`src/rtl/ram_wr_arbiter.sv`:
```
// Round-robin write-port arbiter for RAM port C (CPU = req0, loader = req1).
// Define RAM_CLEAR_EN to run a FILL clear pass over every word after reset.
module ram_wr_arbiter #(
   parameter int               AWIDTH = 8,
   parameter int               WIDTH  = 8,
   parameter logic [WIDTH-1:0] FILL   = '0
) (
   input  logic              clk,
   input  logic              rst,
   input  logic              req0,
   input  logic [AWIDTH-1:0] addr0,
   input  logic [WIDTH-1:0]  data0,
   output logic              ack0,
   input  logic              req1,
   input  logic [AWIDTH-1:0] addr1,
   input  logic [WIDTH-1:0]  data1,
   output logic              ack1,
   output logic              busy,
   output logic [AWIDTH-1:0] port_c_address,
   output logic [WIDTH-1:0]  port_c_data,
   output logic              port_c_we
);

   typedef enum logic {S_CLEAR = 1'b0, S_IDLE = 1'b1} state_t;

`ifdef RAM_CLEAR_EN
   localparam state_t RESET_STATE = S_CLEAR;
   localparam logic   RESET_BUSY  = 1'b1;
`else
   localparam state_t RESET_STATE = S_IDLE;
   localparam logic   RESET_BUSY  = 1'b0;
`endif

   localparam logic [AWIDTH-1:0] LAST_ADDR = {AWIDTH{1'b1}};

   state_t            state_q, state_d;
   logic [AWIDTH-1:0] cnt_q, cnt_d;
   logic [AWIDTH-1:0] addr_q, addr_d;
   logic [WIDTH-1:0]  data_q, data_d;
   logic              we_q, we_d;
   logic              ack0_q, ack0_d;
   logic              ack1_q, ack1_d;
   logic              busy_q, busy_d;
   logic              last_q, last_d;   // 1: requester 1 won the most recent grant
   logic              elig0_s, elig1_s, grant0_s, grant1_s;

   // Next-state: clear sweep, or round-robin grant among eligible requesters
   always_comb begin
      elig0_s  = req0 & ~ack0_q;
      elig1_s  = req1 & ~ack1_q;
      grant0_s = elig0_s & (~elig1_s | last_q);
      grant1_s = elig1_s & ~grant0_s;

      state_d = state_q;
      cnt_d   = cnt_q;
      addr_d  = addr_q;
      data_d  = data_q;
      we_d    = 1'b0;
      ack0_d  = 1'b0;
      ack1_d  = 1'b0;
      busy_d  = busy_q;
      last_d  = last_q;

      case (state_q)
         S_CLEAR: begin
            we_d   = 1'b1;
            addr_d = cnt_q;
            data_d = FILL;
            busy_d = 1'b1;
            cnt_d  = cnt_q + 1'b1;
            // The final word leaves CLEAR; busy drops with the next (idle) cycle
            if (cnt_q == LAST_ADDR) begin
               state_d = S_IDLE;
            end else begin
               state_d = S_CLEAR;
            end
         end
         S_IDLE: begin
            busy_d = 1'b0;
            if (grant0_s) begin
               we_d   = 1'b1;
               addr_d = addr0;
               data_d = data0;
               ack0_d = 1'b1;
               last_d = 1'b0;
            end else if (grant1_s) begin
               we_d   = 1'b1;
               addr_d = addr1;
               data_d = data1;
               ack1_d = 1'b1;
               last_d = 1'b1;
            end else begin
               we_d = 1'b0;
            end
         end
         default: begin
            state_d = S_IDLE;
            busy_d  = 1'b0;
         end
      endcase
   end

   // State and registered outputs with synchronous reset
   always_ff @(posedge clk) begin
      if (rst) begin
         state_q <= RESET_STATE;
         cnt_q   <= '0;
         addr_q  <= '0;
         data_q  <= '0;
         we_q    <= 1'b0;
         ack0_q  <= 1'b0;
         ack1_q  <= 1'b0;
         busy_q  <= RESET_BUSY;
         last_q  <= 1'b1;
      end else begin
         state_q <= state_d;
         cnt_q   <= cnt_d;
         addr_q  <= addr_d;
         data_q  <= data_d;
         we_q    <= we_d;
         ack0_q  <= ack0_d;
         ack1_q  <= ack1_d;
         busy_q  <= busy_d;
         last_q  <= last_d;
      end
   end

   assign port_c_address = addr_q;
   assign port_c_data    = data_q;
   assign port_c_we      = we_q;
   assign ack0           = ack0_q;
   assign ack1           = ack1_q;
   assign busy           = busy_q;

endmodule

```
`config.mk`:
```
export PLATFORM = sky130hd
export DESIGN_NAME = ram_wr_arbiter
export DESIGN_NICKNAME = d
export VERILOG_FILES = /design/src/rtl/ram_wr_arbiter.sv
export SDC_FILE = /design/constraint.sdc
export NUM_CORES = 1
export LEC_CHECK = 0
export BUFFER_PORTS_ARGS = -buffer_cell sky130_fd_sc_hd__buf_2
export CAP_MARGIN = 15
export CORE_MARGIN = 5
export CORE_UTILIZATION = 35
export CTS_BUF_LIST = sky130_fd_sc_hd__clkbuf_4 sky130_fd_sc_hd__clkbuf_8
export DETAILED_ROUTE_END_ITERATION = 12
export PLACE_DENSITY = 0.66
export SLEW_MARGIN = 20
export SYNTH_ARGS = -nofsm -noshare
export SYNTH_HDL_FRONTEND = slang
export SYNTH_SLANG_ARGS = --single-unit
```
`constraint.sdc`:
```
create_clock -name clk -period 1.8 [get_ports clk]
set_clock_uncertainty 0.15 [all_clocks]
set_input_delay 0.36 -clock clk [delete_from_list [all_inputs] [get_ports clk]]
set_output_delay 0.36 -clock clk [all_outputs]
set_load 0.1 [all_outputs]
```
-- Word level (Yosys, flattened, before mapping)
Cells that the tools add are included.
- register bits: 30
- add/sub/neg operators: 1
- equal/unequal tests: 2
- mux-type cells: 14
- bitwise logic cells: 10
- reductions and logical operators: 5
- operators by type and width (cell ; count):
    8-bit two-way mux ; 4
    8-bit case mux with 2 select lines ; 2
    8-bit by 1-bit adder with 8-bit output (second input constant) ; 1
    8-bit equality test (second input constant) ; 1
    1-bit two-way mux ; 6
    1-bit NOT ; 5
    1-bit bitwise AND ; 4
    1-bit case mux with 2 select lines ; 2
    2-bit OR reduction ; 2
    3-bit by 1-bit inequality test with 1-bit output (second input constant) ; 1
    3-bit OR reduction ; 1
    2-bit AND reduction ; 1
    2-bit nonzero test ; 1
    1-bit bitwise OR ; 1

-- Longest topological paths before layout
- depth after elaboration: 10
- gate-level depth with buffers: 6

-- Worst setup path before layout
Ideal clock, no wire load.
- path type: reg-to-reg
- start point: register ack1_q (netlist: ack1)
- end point: register addr_q[5] (netlist: port_c_address[5])
- setup time: 0.137 ns
- arrival time: 1.922 ns
- slack: -0.409 ns
- cell stages (with the launch flop): 7
- buffers on the path: 2
- period minus slack after synthesis: 2.209 ns
- cells stage by stage: dfxtp_1 -> nand2b_4 -> o21a_1 -> buf_6 -> buf_8 -> mux2i_1 -> o221ai_1
- word-level cells in the longest chain between the ends: 8
- elaborated cells on any way between the ends: 10
- classes of those cells: 1 x eq/ne; 2 x mux; 7 x bitwise
- ends and longest elaborated chain (item ; RTL line ; RTL):
    from (decl) ; 42 ; logic ack1_q, ack1_d;
    from (signal assigned) ; 122 ; ack1_q <= ack1_d;
    1-bit NOT (*) ; 50 ; elig1_s = req1 & ~ack1_q;
    1-bit bitwise AND (*) ; 50 ;
    1-bit NOT ; 51 ; grant0_s = elig0_s & (~elig1_s | last_q);
    1-bit bitwise OR ; 51 ;
    1-bit bitwise AND ; 51 ;
    1-bit NOT ; 52 ; grant1_s = elig1_s & ~grant0_s;
    1-bit bitwise AND ; 52 ;
    3-bit by 1-bit inequality test with 1-bit output (no line) ; - ;
    to (signal assigned) ; 118 ; addr_q <= addr_d;
    to (decl) ; 38 ; logic [AWIDTH-1:0] addr_q, addr_d;
Mark *: on every way between the ends. The rest lies on a longest branch, timed or not.
A chain may end at the register's enable or synchronous reset.

-- Worst setup path in the final report
- start point: register data_q[4] (netlist: port_c_data[4])
- end point: output port port_c_data[4]
- RTL lines (item ; RTL line ; RTL):
    from (decl) ; 39 ; logic [WIDTH-1:0] data_q, data_d;
    from (signal assigned) ; 119 ; data_q <= data_d;
    to (decl) ; 20 ; output logic [WIDTH-1:0] port_c_data,
No word-level cell between the ends.

==> results_dict.tcl <==
set metrics [dict create \
    status "finished clean" \
    rows 22 \
    yosysSeqAreaShare_pct 44.4 \
    drive_above_1_share_pct 37.2 \
    pwr-share-comb_pct 28.2 \
    r2r_cells 4 \
    crit_type "flop to output port" \
    ir_drop_mv 0.297 \
    synth_edf_count 0 \
    post-route-period-util_pct 86.6 \
    rr_endpoint "cnt_q[5]$_SDFFE_PP0N_" \
    drtPass1Iterations 4 \
    drc 0 \
    grt_pass1_vias 1122 \
    dp.cells 239 \
    crit_chain "buf_2" \
    holdPathStages 3 \
    dieHeight_um 72.2 \
    critPathMaxStageDelay_ps 430 \
    ant_nets 0 \
    rr_startpoint "state_q$_SDFF_PP1_" \
    clockPowerShare_pct 31.2 \
    syn_inst 141 \
    p_seq_share_pct 40.6 \
    intPower_uw 1150 \
    ys_ff_latch 30 \
    grt.total_usage_pct 12.9 \
    synthTopCellsByCount "30 x dfxtp_1, 17 x mux2i_1, 15 x nor2_1, 8 x a211oi_1, 8 x nor2b_1" \
    routed_via_density 4.81 \
    whs_endpoint "ack1$_SDFF_PP0_" \
    cts_setup_buffers 0 \
    post-dp-hpwl_mm 2.46 \
    crit_family "buffers and inverters" \
    routed-via-count 1189 \
    required_ps 1290 \
    clockRootBuffer "clkbuf_8" \
    grt_first_pass_wirelength_mm 5.20 \
    place.gp.congestion 0.794 \
    cts_tree "done" \
    grt_overflow 0 \
    syn_nets 178 \
    synth_most_common_cell "dfxtp_1" \
    yosys.cell_types.count 30 \
    htree_levels 2 \
    worst_pin_slew_ps 497 \
    cp_max_fo 2 \
    worstSetupEndpointType "output port" \
    antenna_found_initial 0 \
    rsz0062_at_grt "false" \
    dieWidth_um 72.2 \
    cts_num_sinks 30 \
    maxCapViolCount 0 \
    netlist_area_sq_um 1350 \
    hold_viol_final 0 \
    syn_avg_cell_area_sq_um 9.60 \
    final_cells 247 \
    clock_path_buffers 2 \
    path_clk_slew_ps 60 \
    start_util_pct 36.4 \
    cp-start-kind "flop" \
    core_sq_um 3720 \
    ys_warn_count 0 \
    p_sw_uw 636 \
    fillCellCount 373 \
    routed_wl_mm 3.26 \
    cts_buffers 5 \
    layout_min_cycle_time_ps 1560 \
    postCtsHoldBufs 0 \
    clock_latency_ps 270 \
    die_area_sq_um 5210 \
    synth_top_area_cell "dfxtp_1" \
    nNetsFinal 235 \
    drt-wirelength-per-cell_um 13.2 \
    r2r_slack_ps 280 \
    place.port_buffers 55 \
    fin_util_pct 47.8 \
    first_iter_violations 65 \
    finalSetupViolCount 0 \
    cts_resized 0 \
    min-delay-start "req1" \
    synth_area_leaders "dfxtp_1 44%, mux2i_1 13%, a211oi_1 4.4%" \
    slew_headroom_pct 67.1 \
    setup_tns_ps 0 \
    yosys.area.top_type_share_pct 44.4 \
    slew_violations 0 \
    crit_path_top_delay_cell "buf_2" \
    async_flop_share_pct 0 \
    worstHoldPathType "input port to flop" \
    clock.fmax_mhz 642 \
    dominantRegCellSynth "dfxtp_1" \
    swShare_pct 35.6 \
    p_leak_uw 0.000801 \
    crit_buf_inv 1 \
    syn_to_final_growth_pct 31.3 \
    arrival_ps 1050 \
    ioPinCount 56 \
    cellPowerDensity_nw_per_um2 1000 \
    grt_max_degree 23 \
    antenna_cells 0 \
]
## layout make-up
cell class / count / area [sq um] / area share (%)
clock buffer: 7 / 90.1 / 5.07
timing repair buffer: 61 / 333 / 18.7
inverter: 1 / 3.75 / 0.211
clock inverter: 1 / 5.00 / 0.281
multi-input combinational: 99 / 681 / 38.3
sequential: 30 / 606 / 34.1
tap: 48 / 60.1 / 3.38
## worst reg2reg max path, cell delays in order, from the launching register on
cell and delay (ps):
dfxtp_1 400, nor2b_2 200, nand3_1 190, or3_1 350, a21oi_1 160
## logic make-up after synthesis
logic type / after synthesis / share of synthesized area (%)
AO/OA/AOI/OAI: 30 / 14.9
buffers and inverters: 12 / 5.36
multiplexers: 17 / 12.6
flip-flops: 30 / 44.4
AND/OR/NAND/NOR: 47 / 19.3
adder cells (fa/ha/maj): 1 / 0.924
XOR/XNOR: 4 / 2.59
## routing by layer
metal,track usage (%),vias up,wire (um)
met1,16.3,545,1480
met5,0,-,0
met4,7.52,0,24
li1,-,616,-
met3,3.46,2,179
met2,19.8,26,1580
## per-stage QoR
| stage | hold slack (ps) | worst slack [ps] | total power [uW] | instance area, sq um |
|---|---|---|---|---|
| final | 198 | 241 | 1780 | 1780 |
| after global routing | 204 | 197 | 1860 | 1780 |
| after CTS | 188 | 229 | 1810 | 1780 |
| after detailed placement | 339 | 209 | 1240 | 1680 |
| after global placement | 336 | 251 | 1240 | 1680 |
| after floorplan | 317 | 105 | 1140 | 1360 |
## layout by cell type, fill, tap and decap left out, types with 2 or more instances in the layout
master	n
nor2b_1	8
o21ai_0	3
a211oi_1	8
buf_4	5
a21oi_1	3
a31oi_1	5
clkbuf_8	6
nor2_1	15
or3_1	2
mux2i_1	17
a21o_1	2
buf_2	55
o221ai_1	3
nor3_1	2
nand2b_1	6
nand4b_1	3
o22ai_1	5
nor2b_2	2
nand3_1	4
dfxtp_1	28
xor2_1	3
nand2_1	3
## power by group through the flow
| stage | clock network [uW] | logic [uW] | registers, uW |
|---|---|---|---|
| 2_1_floorplan | 0 | 124 | 1020 |
| 5_1_grt | 603 | 525 | 728 |
| 6_report | 557 | 503 | 724 |
| 3_5_place_dp | 0 | 506 | 738 |
| 3_3_place_gp | 0 | 503 | 738 |
| 4_1_cts | 576 | 506 | 724 |
## sequential cells by signal (all words and copies together) (netlist names)
| signal | cells |
|---|---|
| port_c_address | 8 |
| cnt_q | 8 |
| last_q | 1 |
| port_c_data | 8 |
| ack1 | 1 |
| state_q | 1 |
| busy | 1 |
| port_c_we | 1 |
| ack0 | 1 |
## how the worst max path moves through the flow
stage                                     start  cells past startpoint  slack, ps                              to
detailed placement                         req0                      6        210  port_c_address[7]$_SDFFE_PP0P_
finish              port_c_data[4]$_SDFFE_PP0P_                      1        240                  port_c_data[4]
floorplan                       ack1$_SDFF_PP0_                      6        100  port_c_address[5]$_SDFFE_PP0P_
CTS                 port_c_data[4]$_SDFFE_PP0P_                      1        230                  port_c_data[4]
global placement                           req0                      6        250  port_c_address[2]$_SDFFE_PP0P_
global route                 state_q$_SDFF_PP1_                      5        200           cnt_q[4]$_SDFFE_PP0N_
(Power assumes the default switching activity.)
